$ cat src/rtl/tx_iq_acc_pack.sv
// tx_iq_acc_pack
// Packs pairs of 32-bit I/Q samples into 64-bit words and writes them into
// the tx_intf TX FIFO, following the same word count / endless settings as the
// downstream stream master so both stages agree on the packet length.
// Optional build macro: TX_IQ_PACK_SWAP_EN puts the first sample of each pair
// in the upper half of the word (and the flushed sample in the upper half).

module tx_iq_acc_pack #(
   parameter int IQ_WIDTH               = 32,
   parameter int MAX_BIT_NUM_DMA_SYMBOL = 14,
   parameter int FIFO_HIGH_WATERMARK    = 500
) (
   input  logic                              M_AXIS_ACLK,
   input  logic                              M_AXIS_ARESETN,
   input  logic                              start_1trans,
   input  logic                              endless_mode,
   input  logic                              stop_req,
   input  logic [MAX_BIT_NUM_DMA_SYMBOL-1:0] M_AXIS_NUM_DMA_SYMBOL,
   input  logic [IQ_WIDTH-1:0]               iq_in,
   input  logic                              iq_valid,
   output logic                              iq_ready,
   output logic [2*IQ_WIDTH-1:0]             DATA_TO_ACC,
   output logic                              ACC_DATA_READY,
   input  logic                              FULLN_TO_ACC,
   input  logic [MAX_BIT_NUM_DMA_SYMBOL-1:0] data_count,
   output logic [MAX_BIT_NUM_DMA_SYMBOL-1:0] word_count,
   output logic                              pack_busy,
   output logic                              pack_done
);

   localparam int W = MAX_BIT_NUM_DMA_SYMBOL;
   localparam logic [W-1:0] WATERMARK = W'(FIFO_HIGH_WATERMARK);

   typedef enum logic [1:0] {
      IDLE  = 2'd0,
      PACK  = 2'd1,
      FLUSH = 2'd2,
      DONE  = 2'd3
   } state_t;

   state_t state;
   state_t next_state;

   logic                  start_ff;
   logic                  start_pulse;
   logic [IQ_WIDTH-1:0]   hold_reg;
   logic                  half;
   logic                  last_word_issued;
   logic                  flush_sent;
   logic                  accept;
   logic                  last_match;
   logic [2*IQ_WIDTH-1:0] packed_word;
   logic [2*IQ_WIDTH-1:0] flush_word;

   assign start_pulse = start_1trans & ~start_ff;
   assign accept      = iq_valid & iq_ready;
   assign last_match  = (word_count == M_AXIS_NUM_DMA_SYMBOL);

`ifdef TX_IQ_PACK_SWAP_EN
   assign packed_word = {hold_reg, iq_in};
   assign flush_word  = {hold_reg, {IQ_WIDTH{1'b0}}};
`else
   assign packed_word = {iq_in, hold_reg};
   assign flush_word  = {{IQ_WIDTH{1'b0}}, hold_reg};
`endif

   // State register; reset drops any transfer in progress immediately.
   always_ff @(posedge M_AXIS_ACLK or negedge M_AXIS_ARESETN) begin
      if (!M_AXIS_ARESETN) begin
         state <= IDLE;
      end else begin
         state <= next_state;
      end
   end

   // Next-state logic: a bounded transfer ends on the strobe of word N, an
   // endless one on stop_req, flushing a lone held sample first.
   always_comb begin
      next_state = state;
      case (state)
         IDLE: begin
            if (start_pulse) begin
               next_state = PACK;
            end
         end
         PACK: begin
            if (endless_mode) begin
               if (stop_req) begin
                  next_state = half ? FLUSH : DONE;
               end
            end else if (ACC_DATA_READY && last_match) begin
               next_state = DONE;
            end
         end
         FLUSH: begin
            if (flush_sent) begin
               next_state = DONE;
            end
         end
         DONE: begin
            next_state = IDLE;
         end
         default: begin
            next_state = IDLE;
         end
      endcase
   end

   // Outputs decoded from state; FIFO full and watermark gate sample intake.
   always_comb begin
      iq_ready  = (state == PACK) && FULLN_TO_ACC && (data_count < WATERMARK)
                  && !last_word_issued && !(endless_mode && stop_req);
      pack_busy = (state != IDLE);
      pack_done = (state == DONE);
   end

   // Datapath: start edge capture, sample pairing, FIFO write strobe, word
   // counting and the flush write of an unpaired sample.
   always_ff @(posedge M_AXIS_ACLK or negedge M_AXIS_ARESETN) begin
      if (!M_AXIS_ARESETN) begin
         start_ff         <= 1'b0;
         hold_reg         <= '0;
         half             <= 1'b0;
         last_word_issued <= 1'b0;
         flush_sent       <= 1'b0;
         DATA_TO_ACC      <= '0;
         ACC_DATA_READY   <= 1'b0;
         word_count       <= '0;
      end else begin
         start_ff       <= start_1trans;
         ACC_DATA_READY <= 1'b0;
         if (ACC_DATA_READY) begin
            word_count <= word_count + W'(1);
         end
         case (state)
            IDLE: begin
               last_word_issued <= 1'b0;
               flush_sent       <= 1'b0;
               if (start_pulse) begin
                  word_count <= '0;
                  half       <= 1'b0;
               end
            end
            PACK: begin
               if (accept) begin
                  if (!half) begin
                     hold_reg <= iq_in;
                     half     <= 1'b1;
                  end else begin
                     DATA_TO_ACC    <= packed_word;
                     ACC_DATA_READY <= 1'b1;
                     half           <= 1'b0;
                     if (!endless_mode && last_match) begin
                        last_word_issued <= 1'b1;
                     end
                  end
               end
            end
            FLUSH: begin
               if (FULLN_TO_ACC && !flush_sent) begin
                  DATA_TO_ACC    <= flush_word;
                  ACC_DATA_READY <= 1'b1;
                  flush_sent     <= 1'b1;
                  half           <= 1'b0;
               end
            end
            default: begin
            end
         endcase
      end
   end

endmodule

$ cat config.mk
export PLATFORM = sky130hd
export DESIGN_NAME = tx_iq_acc_pack
export DESIGN_NICKNAME = d
export VERILOG_FILES = /design/src/rtl/tx_iq_acc_pack.sv
export SDC_FILE = /design/constraint.sdc
export NUM_CORES = 1
export LEC_CHECK = 0
export CORE_MARGIN = 2
export CORE_UTILIZATION = 42
export DETAILED_ROUTE_END_ITERATION = 8
export PLACE_DENSITY = 0.77
export SYNTH_ARGS = -nofsm -noshare
export SYNTH_HDL_FRONTEND = slang
export SYNTH_SLANG_ARGS = --single-unit
$ cat constraint.sdc
create_clock -name M_AXIS_ACLK -period 2.1 [get_ports M_AXIS_ACLK]
set_input_delay 0.42 -clock M_AXIS_ACLK [delete_from_list [all_inputs] [get_ports M_AXIS_ACLK]]
set_output_delay 0.42 -clock M_AXIS_ACLK [all_outputs]
set_load 0.005 [all_outputs]
Yosys cells after proc, flatten, opt, wreduce, memory -nomap -nowiden
Cells that the tools add are included.

Word-level logic and storage cells: 80. Bits in read-only memories: 0. Output and inout port bits: 82. Flip-flop bits (word level): 117. Memories kept: 0. Memory bits (writable): 0. Bits in latches: 0. Input bits: 67.

Muxes and demuxes: 29. Bitwise operators: 4. Shift operators: 0. Reductions and logical operators: 24. Multiply operators: 0. Add/subtract/negate cells: 1. Magnitude comparators: 1. Divide/modulo/power cells: 0. Equality and inequality tests: 12.

Operator list (number): 64-bit 2-to-1 mux (3); 64-bit case mux with 2 select lines (1); 14-bit 2-to-1 mux (3); 4-bit AND reduction (4); 14-bit by 1-bit adder with 14-bit output, second input constant (1); 14-bit equality test (1); 14-bit by 9-bit less-than comparator with 1-bit output, second input constant (1); 1-bit 2-to-1 mux (12); 2-bit 2-to-1 mux (5); 2-bit inequality test, second input constant (5); 1-bit logical AND (8); 2-bit case mux with 4 select lines (1); 2-bit nonzero test (4); 3-bit inequality test, second input constant (2); 1-bit case mux with 2 select lines (3); 2-bit equality test, second input constant (2); 1-bit logical NOT (4); 1-bit case mux with 3 select lines (1); 3-bit AND reduction (1); 3-bit nonzero test (1); 1-bit bitwise AND (2); 2-bit by 1-bit equality test with 1-bit output, second input constant (1); 2-bit logical NOT (1); 2-bit by 1-bit inequality test with 1-bit output, second input constant (1); other kinds (2) (3).

Longest topological paths before layout
Depth after elaboration: 8. Mapped depth: 9. Mapped depth without buffers: 7.

Least setup slack after synthesis
No wires, ideal clock.

Path kind: reg2reg. Start point: register state[1]. End point: register hold_reg[0]. Clock period less this slack: 2126 ps. Setup slack: -26 ps. Arrival: 2002 ps. Required time: 1975 ps. Path buffers: 1. Cell stages (with the launch flop): 8. Setup time: 125 ps. Path through: dfrtp_1 > inv_1 > ha_1 > a21boi_2 > o2111ai_2 > nor3_2 > buf_6 > mux2_2.

Word-level cells in the longest chain between the ends: 7.

Ends and longest elaborated chain: start: declaration (line 41) `state_t state;`; start signal: assignment (line 72) `state <= next_state;`; 2-bit by 1-bit equality test with 1-bit output * (line 111, 135); 1-bit logical AND (2 in series) (line 111) `iq_ready = (state == PACK) && FULLN_TO_ACC && (data_count < WATERMARK)`; 1-bit logical AND (2 in series) (line 112) `&& !last_word_issued && !(endless_mode && stop_req);`; 1-bit bitwise AND (line 56) `assign accept = iq_valid & iq_ready;`; 3-bit AND reduction (no line) *; end signal: assignment (line 147) `hold_reg <= iq_in;`; end: declaration (line 46) `logic [IQ_WIDTH-1:0] hold_reg;`.

Every way passes the cells marked *; elsewhere a longest branch is shown, timed or not. A chain may end at the register's enable or synchronous reset.

Final worst setup path
Start point: register state[1]. End point: output port pack_done.

Word-level cells in the longest chain between the ends: 1.

Ends and longest elaborated chain: 2-bit equality test (line 114) `pack_done = (state == DONE);`; end: declaration (line 28) `output logic pack_done`.

Every way passes these cells.

==> flow_metrics.env <==
export IMPL_syn_inst=351
export IMPL_critical_path_top_delay_family="buffers and inverters"
export IMPL_clock_skew_ns=0.008861
export IMPL_synth_largest_area_cell="dfrtp_1"
export IMPL_coreArea_um2=11420
export IMPL_drt_first_pass_iters=4
export IMPL_r2r_start="state[1]"
export IMPL_endpoint_kind="output pin"
export IMPL_ys_flop_type="dfrtp_1"
export IMPL_critical_path_endpoint="pack_done"
export IMPL_num_rows=39
export IMPL_yosys_area_top_type_share=0.5941
export IMPL_nets=594
export IMPL_synth_simple_area_share=0.06956
export IMPL_routed_wl_um=11430
export IMPL_path_buf_inv=2
export IMPL_synth_compound_area_frac=0.08302
export IMPL_setup_viol=0
export IMPL_clkSlewWorstSetupHoldPaths_ns=0.05
export IMPL_tightest_slew_ns=0.5352
export IMPL_cts_setup_buffers=0
export IMPL_synth_xor_area_frac=0.04798
export IMPL_slowest_stage="clkdlybuf4s50_1"
export IMPL_outcome="completed"
export IMPL_dieArea_um2=12620
export IMPL_max_slew_margin_rel=0.6432
export IMPL_critPathLaunch="state[1]"
export IMPL_ios=149
export IMPL_gp_congestion=0.8280
export IMPL_path_depth=3
export IMPL_synth_seq_cells=117
export IMPL_hpwl_um=8245
export IMPL_finalInstanceArea_um2=7315
export IMPL_netlist_area_um2=4928
export IMPL_largest_register_ffs=64
export IMPL_cts_root_buffer="clkbuf_16"
export IMPL_wl_per_cell_um=16.91
export IMPL_hold_viol=0
export IMPL_mostFrequentLayoutCell="clkdlybuf4s50_1"
export IMPL_port_buffer_count=146
export IMPL_synth_seq_area_share=0.5941
export IMPL_cp_arrival_ns=1.64
export IMPL_h_tree_depth=4
export IMPL_grt_pass1_wl_um=19090
export IMPL_path_max_fanout=3
export IMPL_ant_nets=0
export IMPL_cts_sinks=117
export IMPL_vias=3466
export IMPL_rsz0062_at_grt="true"
export IMPL_yosysUniqueCellTypes=40
export IMPL_avgSynthCellArea_um2=14.04
export IMPL_final_min_clock_period_ns=2.058
export IMPL_period_share=0.9799
export IMPL_synth_top_family_by_area="multiplexers"
export IMPL_synthArstFlopShare=1.000
export IMPL_finalPower_mw=9.604
export IMPL_viasPerCell=5.127
export IMPL_antenna_found_initial=0
export IMPL_peakVddDrop_uv=902.2
export IMPL_synth_edf_count=0
export IMPL_die_y_um=112.3
export IMPL_synth_adder_area_share=0.01269
export IMPL_clock_latency_ns=0.41
export IMPL_synthMuxAreaShare=0.1658
export IMPL_tns_ns=0
export IMPL_most_common_layout_cells="clkdlybuf4s50_1, dfrtp_1, mux2_2, a22o_1, mux2_4"
export IMPL_syn_to_final_growth_pct=48.41
export IMPL_synth_area_leaders="dfrtp_1, mux2_2, mux2_4"
export IMPL_fmax_mhz=486.0
export IMPL_die_w_um=112.3
export IMPL_placement_cell_area_um2=6691
export IMPL_syn_num_nets=423
export IMPL_cts_tree="built"
export IMPL_start_kind="flop"
export IMPL_p_leak_nw=3.360
export IMPL_grt_use_total=0.1927
export IMPL_worstPathRequired_ns=1.68
export IMPL_gr_total_overflow=0
export IMPL_cts_inserted_buffers=17
export IMPL_num_antenna_cells=0
export IMPL_crit_type="flop to output pin"
export IMPL_layout_drive_gt1_share=0.2214
export IMPL_cap_violations=0
export IMPL_powerDensity_nw_per_um2=1313
export IMPL_start_util=0.4316
export IMPL_cts_path_max_buffers=2
export IMPL_slew_viol_final=0
export IMPL_cp_cell_sequence="buf_4 -> ha_1 -> clkdlybuf4s50_1"
export IMPL_slowest_delay_ns=0.48
export IMPL_min_path_type="primary input to flop"
export IMPL_drt_iter0_drc=148
export IMPL_drc_errors=0
export IMPL_r2r_cells=8
export IMPL_grt_pass1_vias=3720
export IMPL_yosysWarnings=0
export IMPL_grt_start_max_net_pins=39
export IMPL_r2r_slack_ns=0.09
export IMPL_reg2reg_to="DATA_TO_ACC[30]"
-- area by class of cell --
| type | instances | area, um2 |
|---|---|---|
| Fill cell | 900 | 4104 |
| Sequential cell | 117 | 2928 |
| Multi-Input combinational cell | 212 | 1937 |
| Timing Repair Buffer | 167 | 1694 |
| Clock buffer | 25 | 475.5 |
| Tap cell | 143 | 178.9 |
| Clock inverter | 5 | 75.07 |
| Inverter | 7 | 26.28 |
-- worst min path at each step --
stage / startpoint / to / slack, ns / cells past startpoint
after floorplan: M_AXIS_ARESETN / ACC_DATA_READY / 0.12 / 0
after global placement: M_AXIS_ARESETN / start_ff / 0.43 / 1
after detailed placement: M_AXIS_ARESETN / start_ff / 0.44 / 1
after CTS: start_1trans / start_ff / 0.46 / 1
after global routing: FULLN_TO_ACC / flush_sent / 0.36 / 3
final: FULLN_TO_ACC / flush_sent / 0.35 / 3
-- cell families (layout without fill, tap and decap cells) --
kind of cell,after synthesis,count (layout)
muxes,66,66
xor gates and xnor gates,27,27
buffers and inverters,22,204
DFF,117,117
and+or+nand+nor,63,63
adders and majority gates,5,5
AOI/OAI and AO/OA,51,51
-- power by group --
group	internal [mW]	total [mW]	switching [mW]
Clock	1.78	2.70	0.913
Combinational	2.12	3.72	1.60
Sequential	2.79	3.19	0.394
-- metal layers --
metal  part of all wire  track usage  vias to the layer above
li1                   -            -                     1600
met1               0.42       0.2367                     1734
met2               0.50       0.3157                      116
met3              0.065      0.06803                       16
met4              0.015      0.07073                        0
met5                  0            0                        -
-- what timing repair did --
item / 4_1_cts / 5_1_grt
hold buffers: 1 / 0
gates cloned: 0 / 0
setup endpoints to repair: 97 / 53
hold endpoints to repair: 25 / 0
gates resized for setup: 13 / 7
pin swaps: 1 / 1
-- cells in the mapped netlist (3+ instances only) --
master / instances
ha_1: 5
nor2_1: 18
buf_2: 4
dfrtp_1: 117
mux2_4: 20
xnor2_1: 16
mux2_2: 37
clkbuf_1: 5
a22o_1: 32
a21oi_1: 3
mux2_1: 8
nand4_1: 9
o21ai_0: 7
inv_1: 7
and3_1: 4
nand3_1: 3
buf_6: 6
nand2_1: 13
xor2_1: 11
nor3_1: 3
-- worst register-to-register path: stages (launching register included) --
cell and delay [ns]:
dfrtp_1 0.39, inv_2 0.08, ha_4 0.13, a21boi_4 0.22, o2111ai_4 0.20, o21ai_4 0.21, nand3_4 0.12, buf_12 0.20
mux2_1 0.33
-- per-stage QoR --
step | hold slack [ns] | cells | setup slack [ns] | utilization
2_1_floorplan | 0.1244 | 351 | 0.02663 | -
6_report | 0.3504 | 676 | 0.04218 | 0.6406
3_5_place_dp | 0.4370 | 645 | -0.4005 | 0.5860
4_1_cts | 0.4623 | 676 | -0.03011 | 0.6376
3_3_place_gp | 0.4328 | 645 | -0.3170 | 0.5860
5_1_grt | 0.3615 | 676 | 0.001408 | 0.6406
Power figures use the tool's default switching activity.
